--- src/rtl/frame_pipeline_ctrl.sv ---
// Frame sequencer driving noise-estimation and Wiener enables/strobes block by block.
// Optional watchdog on rlast / estimated_noise_ready waits: define FRAME_CTRL_WATCHDOG_EN.
module frame_pipeline_ctrl #(
    parameter int unsigned BLOCK_SIZE   = 8,
    parameter int unsigned ROW_GAP      = 4,
    parameter int unsigned NE_TAIL      = 3,
    parameter int unsigned FLUSH_BLOCKS = 2
`ifdef FRAME_CTRL_WATCHDOG_EN
    ,
    parameter int unsigned WDOG_CYCLES  = 1024
`endif
) (
    input  logic        clk,
    input  logic        rst_n,
    input  logic [31:0] blocks_per_frame,
    input  logic        frame_ready_for_noise_est,
    input  logic        rlast,
    input  logic        estimated_noise_ready,
    output logic        noise_estimation_en,
    output logic        start_data_noise_est,
    output logic        start_of_frame_noise_estimation,
    output logic        wiener_block_stats_en,
    output logic        wiener_calc_en,
    output logic        start_data_wiener,
    output logic        start_of_frame_wiener,
    output logic        busy,
    output logic [31:0] block_idx,
    output logic        frame_done,
    output logic        timeout_err
);

    typedef enum logic [3:0] {
        S_IDLE, S_NE_START, S_NE_ROW, S_NE_GAP, S_NE_TAIL,
        S_NE_WAIT, S_WI_START, S_WI_ROW, S_WI_GAP, S_DONE
    } state_t;

    localparam logic [31:0] BS_M1   = 32'(BLOCK_SIZE - 1);
    localparam logic [31:0] GAP_M1  = 32'(ROW_GAP - 1);
    localparam logic [31:0] TAIL_M1 = 32'(NE_TAIL - 1);

    state_t      state_q, state_d;
    logic [31:0] nblk_q, nblk_d;
    logic [31:0] idx_q, idx_d;
    logic [31:0] row_q, row_d;
    logic [31:0] cnt_q, cnt_d;
    logic        ne_en_q, ne_en_d, sd_ne_q, sd_ne_d, sof_ne_q, sof_ne_d;
    logic        wi_en_q, wi_en_d, sd_wi_q, sd_wi_d, sof_wi_q, sof_wi_d;
    logic        busy_q, busy_d, done_q, done_d;
    logic [32:0] idx_inc, slot_lim;

`ifdef FRAME_CTRL_WATCHDOG_EN
    localparam logic [31:0] WD_M1 = 32'(WDOG_CYCLES - 1);
    logic [31:0] wdog_q, wdog_d;
    logic        timeout_q, timeout_d;
`endif

    // Slot arithmetic is 33 bits wide so nblk + FLUSH_BLOCKS never wraps.
    assign idx_inc  = {1'b0, idx_q} + 33'd1;
    assign slot_lim = {1'b0, nblk_q} + 33'(FLUSH_BLOCKS);

    always_comb begin
        state_d = state_q;
        nblk_d  = nblk_q;
        idx_d   = idx_q;
        row_d   = row_q;
        cnt_d   = cnt_q;
        case (state_q)
            S_IDLE: if (frame_ready_for_noise_est) begin
                nblk_d  = blocks_per_frame;
                idx_d   = '0;
                row_d   = '0;
                cnt_d   = '0;
                state_d = (blocks_per_frame == '0) ? S_DONE : S_NE_START;
            end
            S_NE_START: state_d = S_NE_ROW;
            S_NE_ROW: if (rlast) begin
                cnt_d = '0;
                if (row_q < BS_M1) begin
                    row_d   = row_q + 32'd1;
                    state_d = S_NE_GAP;
                end else begin
                    state_d = S_NE_TAIL;
                end
            end
            S_NE_GAP: if (cnt_q == GAP_M1) begin
                cnt_d   = '0;
                state_d = S_NE_ROW;
            end else begin
                cnt_d = cnt_q + 32'd1;
            end
            S_NE_TAIL: if (cnt_q == TAIL_M1) begin
                cnt_d   = '0;
                row_d   = '0;
                idx_d   = idx_q + 32'd1;
                state_d = (idx_inc < {1'b0, nblk_q}) ? S_NE_START : S_NE_WAIT;
            end else begin
                cnt_d = cnt_q + 32'd1;
            end
            S_NE_WAIT: if (estimated_noise_ready) begin
                idx_d   = '0;
                state_d = S_WI_START;
            end
            S_WI_START: begin
                cnt_d   = '0;
                row_d   = '0;
                state_d = S_WI_ROW;
            end
            S_WI_ROW: if (cnt_q == BS_M1) begin
                cnt_d = '0;
                if (row_q < BS_M1) begin
                    row_d   = row_q + 32'd1;
                    state_d = S_WI_GAP;
                end else begin
                    row_d   = '0;
                    idx_d   = idx_q + 32'd1;
                    state_d = (idx_inc < slot_lim) ? S_WI_START : S_DONE;
                end
            end else begin
                cnt_d = cnt_q + 32'd1;
            end
            S_WI_GAP: if (cnt_q == GAP_M1) begin
                cnt_d   = '0;
                state_d = S_WI_ROW;
            end else begin
                cnt_d = cnt_q + 32'd1;
            end
            S_DONE:  state_d = S_IDLE;
            default: state_d = S_IDLE;
        endcase

`ifdef FRAME_CTRL_WATCHDOG_EN
        // Watchdog overrides the normal next state; it only counts while a wait persists.
        wdog_d    = '0;
        timeout_d = timeout_q;
        if (state_q == S_IDLE && frame_ready_for_noise_est)
            timeout_d = 1'b0;
        if ((state_q == S_NE_ROW || state_q == S_NE_WAIT) && state_d == state_q) begin
            if (wdog_q == WD_M1) begin
                state_d   = S_IDLE;
                timeout_d = 1'b1;
            end else begin
                wdog_d = wdog_q + 32'd1;
            end
        end
`endif

        // Outputs are decoded from the next state so they register alongside it.
        ne_en_d  = (state_d == S_NE_START) || (state_d == S_NE_ROW) || (state_d == S_NE_TAIL);
        sd_ne_d  = (state_d == S_NE_START);
        sof_ne_d = (state_d == S_NE_START) && (idx_d == '0);
        wi_en_d  = (state_d == S_WI_START) || (state_d == S_WI_ROW);
        sd_wi_d  = (state_d == S_WI_START) && (idx_d < nblk_d);
        sof_wi_d = (state_d == S_WI_START) && (idx_d == '0);
        busy_d   = (state_d != S_IDLE);
        done_d   = (state_d == S_DONE);
    end

    always_ff @(posedge clk or negedge rst_n) begin
        if (!rst_n) begin
            state_q  <= S_IDLE;
            nblk_q   <= '0;
            idx_q    <= '0;
            row_q    <= '0;
            cnt_q    <= '0;
            ne_en_q  <= 1'b0;
            sd_ne_q  <= 1'b0;
            sof_ne_q <= 1'b0;
            wi_en_q  <= 1'b0;
            sd_wi_q  <= 1'b0;
            sof_wi_q <= 1'b0;
            busy_q   <= 1'b0;
            done_q   <= 1'b0;
`ifdef FRAME_CTRL_WATCHDOG_EN
            wdog_q    <= '0;
            timeout_q <= 1'b0;
`endif
        end else begin
            state_q  <= state_d;
            nblk_q   <= nblk_d;
            idx_q    <= idx_d;
            row_q    <= row_d;
            cnt_q    <= cnt_d;
            ne_en_q  <= ne_en_d;
            sd_ne_q  <= sd_ne_d;
            sof_ne_q <= sof_ne_d;
            wi_en_q  <= wi_en_d;
            sd_wi_q  <= sd_wi_d;
            sof_wi_q <= sof_wi_d;
            busy_q   <= busy_d;
            done_q   <= done_d;
`ifdef FRAME_CTRL_WATCHDOG_EN
            wdog_q    <= wdog_d;
            timeout_q <= timeout_d;
`endif
        end
    end

    assign noise_estimation_en             = ne_en_q;
    assign start_data_noise_est            = sd_ne_q;
    assign start_of_frame_noise_estimation = sof_ne_q;
    assign wiener_block_stats_en           = wi_en_q;
    assign wiener_calc_en                  = wi_en_q;
    assign start_data_wiener               = sd_wi_q;
    assign start_of_frame_wiener           = sof_wi_q;
    assign busy                            = busy_q;
    assign block_idx                       = idx_q;
    assign frame_done                      = done_q;
`ifdef FRAME_CTRL_WATCHDOG_EN
    assign timeout_err = timeout_q;
`else
    assign timeout_err = 1'b0;
`endif

endmodule

--- config.mk ---
export PLATFORM = sky130hd
export DESIGN_NAME = frame_pipeline_ctrl
export DESIGN_NICKNAME = d
export VERILOG_FILES = /design/src/rtl/frame_pipeline_ctrl.sv
export SDC_FILE = /design/constraint.sdc
export NUM_CORES = 1
export LEC_CHECK = 0
export CELL_PAD_IN_SITES_DETAIL_PLACEMENT = 0
export CELL_PAD_IN_SITES_GLOBAL_PLACEMENT = 1
export CORE_MARGIN = 2
export CORE_UTILIZATION = 41
export DETAILED_ROUTE_END_ITERATION = 6
export PLACE_DENSITY = 0.84
export SLEW_MARGIN = 20
export SYNTH_ARGS = -nofsm -noshare
export SYNTH_HDL_FRONTEND = slang
export SYNTH_SLANG_ARGS = --single-unit
--- constraint.sdc ---
create_clock -name clk -period 4.4 [get_ports clk]
set_clock_uncertainty 0.05 [all_clocks]
set_input_delay 0.44 -clock clk [delete_from_list [all_inputs] [get_ports clk]]
set_output_delay 0.44 -clock clk [all_outputs]
set_load 0.05 [all_outputs]
==> results.yml <==
detailed_routing:
  finalWirelength_um: 29710
  dr_wl_met3_um: 2080
  drt_iter0_markers: 751
  first_pass_iters: 5
  routed_via_density: 5.664
  wl_per_cell_um: 18.97
  routed-via-count: 8870
  top_layer_used: "met4"
  drtAntennaViolNets: 0
  dr_wl_met2_um: 13290
  drc: 0
  wl_met1_um: 13700
worst_setup_path:
  crit_top_cell: "buf_4"
  cp-end-kind: "register"
  start_kind: "register"
  max_stage_delay_ns: 0.55
  cp_cell_sequence: "and3_4 -> and2_4 -> and3_4 -> nand4_1 -> nor3_4 -> buf_4 -> buf_4 -> nand3_2 -> xnor2_1 -> ha_1 -> nand4_1 -> or4_4 -> a311oi_4 -> nor2_1 -> nor4_1 -> nor3_1 -> buf_4 -> xor2_1 -> o31ai_1"
  critical_path_class: "reg2reg"
  path_delay_family: "simple AND/OR/NAND/NOR gates"
  worst-path-max-fanout: 5
  cp_data_arrival_time_ns: 4.65
  cpMaxStageDelayCell: "or4_4"
  crit_buf_inv: 3
  cp_data_required_time_ns: 4.68
logic_synthesis:
  yosysTopAreaCell: "dfrtp_1"
  ys_ff_latch: 140
  synth_fp_nets: 1224
  synth_edf_count: 0
  yosysSeqAreaShare: 0.3601
  yosysMostFrequentCell: "dfrtp_1"
  yosysTopAreaCellShare: 0.3601
  syn_area_per_cell_um2: 8.942
  synth_flop_cell: "dfrtp_1"
  yosysWarnings: 0
  synth_cells: 1088
  synth.distinct_cells: 62
  syn_area_mm2: 0.009729
  async_flop_share: 1.000
  synthTopCellsByArea: "dfrtp_1 36%, ha_1 13%, xnor2_1 5.2%, nor2_1 3.5%, nand2_1 3.3%"
  yosys-top-cells-count: "140 x dfrtp_1, 99 x ha_1, 92 x nor2_1"
grt:
  grt_pass1_wl_um: 46960
  groute.usage.overall: 0.2447
  antenna_found_initial: 0
  grt_max_degree: 78
  gr-total-overflow: 0
  grt_pass1_vias: 8610
floorplanning:
  die_h_um: 158.0
  num_io_pins: 79
  rows: 56
  initial_core_util: 0.4157
  dieArea_mm2: 0.02498
  die_w_um: 158.0
  core_mm2: 0.02340
place:
  dp.cells: 1522
  place_area_mm2: 0.01135
  gp_congestion: 0.9687
  hpwl_um: 22930
  io_buffers: 77
finish:
  finalCoreUtilization: 0.5218
  nets: 1370
  finalInstanceArea_mm2: 0.01221
  drive_above_1_share: 0.1347
  antenna-diode-count: 0
  stdcell_count: 1566
  area_growth_pct: 25.51
  fill_cells: 2187
cts:
  htreeDepth: 4
  cts_root_buf: "clkbuf_16"
  cts_hold_buffers: 0
  clock-sinks: 140
  cts_buffer_depth: 2
  cts_buffers: 17
  path_clk_slew_ns: 0.06
  clk_latency_ns: 0.43
  cts_tree: "built"
flow_run:
  drv_cap: 0
timing:
  whs_ns: -0.03334
  worstMarginPinSlew_ns: 0.8533
  timing.fmax_mhz: 229.1
  relSlewSlack: 0.4259
  fin_crit_sh: 0.9919
  hold_viol: 12
  finalCriticalPeriod_ns: 4.364
  setup_violations: 0
  rsz0062_at_grt: "true"
  drv_slew: 0
power_and_ir_drop:
  peakVddDrop_uv: 241.7
  leakagePower_uw: 0.005876
  power_uw: 5187
  power_density_mw_per_mm2: 424.7
outcome:
  status: "complete, but fails checks"
  violations: "hold timing"
hold_path:
  hold_path_class: "in2async"
[area by class of cell]
| cell class | instances | area [um^2] | area share |
|---|---|---|---|
| Clock inverter | 14 | 151.4 | 0.01240 |
| Clock buffer | 18 | 439.2 | 0.03596 |
| Timing Repair Buffer | 164 | 1450 | 0.1188 |
| Inverter | 77 | 289.0 | 0.02367 |
| Tap cell | 319 | 399.1 | 0.03268 |
| Sequential cell | 140 | 3515 | 0.2878 |
| Multi-Input combinational cell | 834 | 5968 | 0.4887 |
[flip-flops by register name (all words and copies together) (netlist names), 4 cells and up]
register,count
block_idx,32
cnt_q,32
nblk_q,32
row_q,32
state_q,4
[worst reg2reg max path, delay by kind of cell, from the launching register on]
family / cells / cell delay [ns]
flip-flops: 1 / 0.34
XOR/XNOR: 2 / 0.29
AND/OR/NAND/NOR: 11 / 2.34
adder cells (fa/ha/maj): 1 / 0.32
AO/OA/AOI/OAI: 2 / 0.50
buffers and inverters: 3 / 0.43
[cells by family (layout without fill, tap and decap cells)]
kind of cell / count (synthesis) / count (layout) / synth area share
mux: 35 / 35 / 0.03652
other cells: 1 / 1 / 0.0003854
fa+ha+maj: 99 / 99 / 0.1273
compound gates: 183 / 183 / 0.1241
xor+xnor: 85 / 85 / 0.07652
buf+inv: 114 / 273 / 0.04552
simple gates: 431 / 431 / 0.2296
flops: 140 / 140 / 0.3601
[cells in the final DEF, fill, tap and decap left out, types with 18 or more instances in the layout]
cell type          n
inv_1             77
nor2_1            89
a22o_1            18
nor2b_1           30
dfrtp_1          131
nand4_1           42
mux2i_1           31
a21oi_1           42
ha_1              99
clkdlybuf4s50_1   76
buf_4             85
nor4_1            23
nand3_1           46
a21o_1            21
o21ai_0           40
nand2_1           85
nor3_1            26
xor2_1            27
xnor2_1           56
[layer usage]
layer / vias up / track usage
met5: - / 0
met2: 292 / 0.3797
met1: 4332 / 0.3396
met4: 0 / 0.08580
li1: 4199 / -
met3: 47 / 0.04955
[path summary, 6_finish.rpt]
check | end | start | slack (ns) | cells past startpoint
max | noise_estimation_en$_DFF_PN0_ | nblk_q[3]$_DFF_PN0_ | 0.04 | 19
min | nblk_q[20]$_DFF_PN0_ | rst_n | -0.03 | 1
max reg2reg | noise_estimation_en$_DFF_PN0_ | nblk_q[3]$_DFF_PN0_ | 0.04 | 19
min reg2reg | row_q[16]$_DFFE_PN0P_ | row_q[16]$_DFFE_PN0P_ | 0.45 | 1
max in group asynchronous | state_q[1]$_DFF_PN0_ | rst_n | 3.33 | 2
min in group clk | row_q[16]$_DFFE_PN0P_ | row_q[16]$_DFFE_PN0P_ | 0.45 | 1
[timing repair]
item                       CTS  global route
resized for setup            9            31
setup endpoints to repair    8             9
pin swaps                    5            26
setup buffers                2            10
[power by group]
part / switching (uW) / internal [uW]
logic: 1190 / 804
clock network: 644 / 815
registers: 245 / 1490
[through the flow]
stage,setup TNS [ns],hold WS (ns),setup slack (ns)
6_report,0,-0.03334,0.03555
5_1_grt,-0.5958,0.03521,-0.1655
4_1_cts,0,0.03337,0.03802
3_5_place_dp,-1.540,0.4397,-0.3079
3_3_place_gp,-0.6385,0.4324,-0.1649
2_1_floorplan,0,0.09441,0.006684
(Power assumes the default switching activity.)
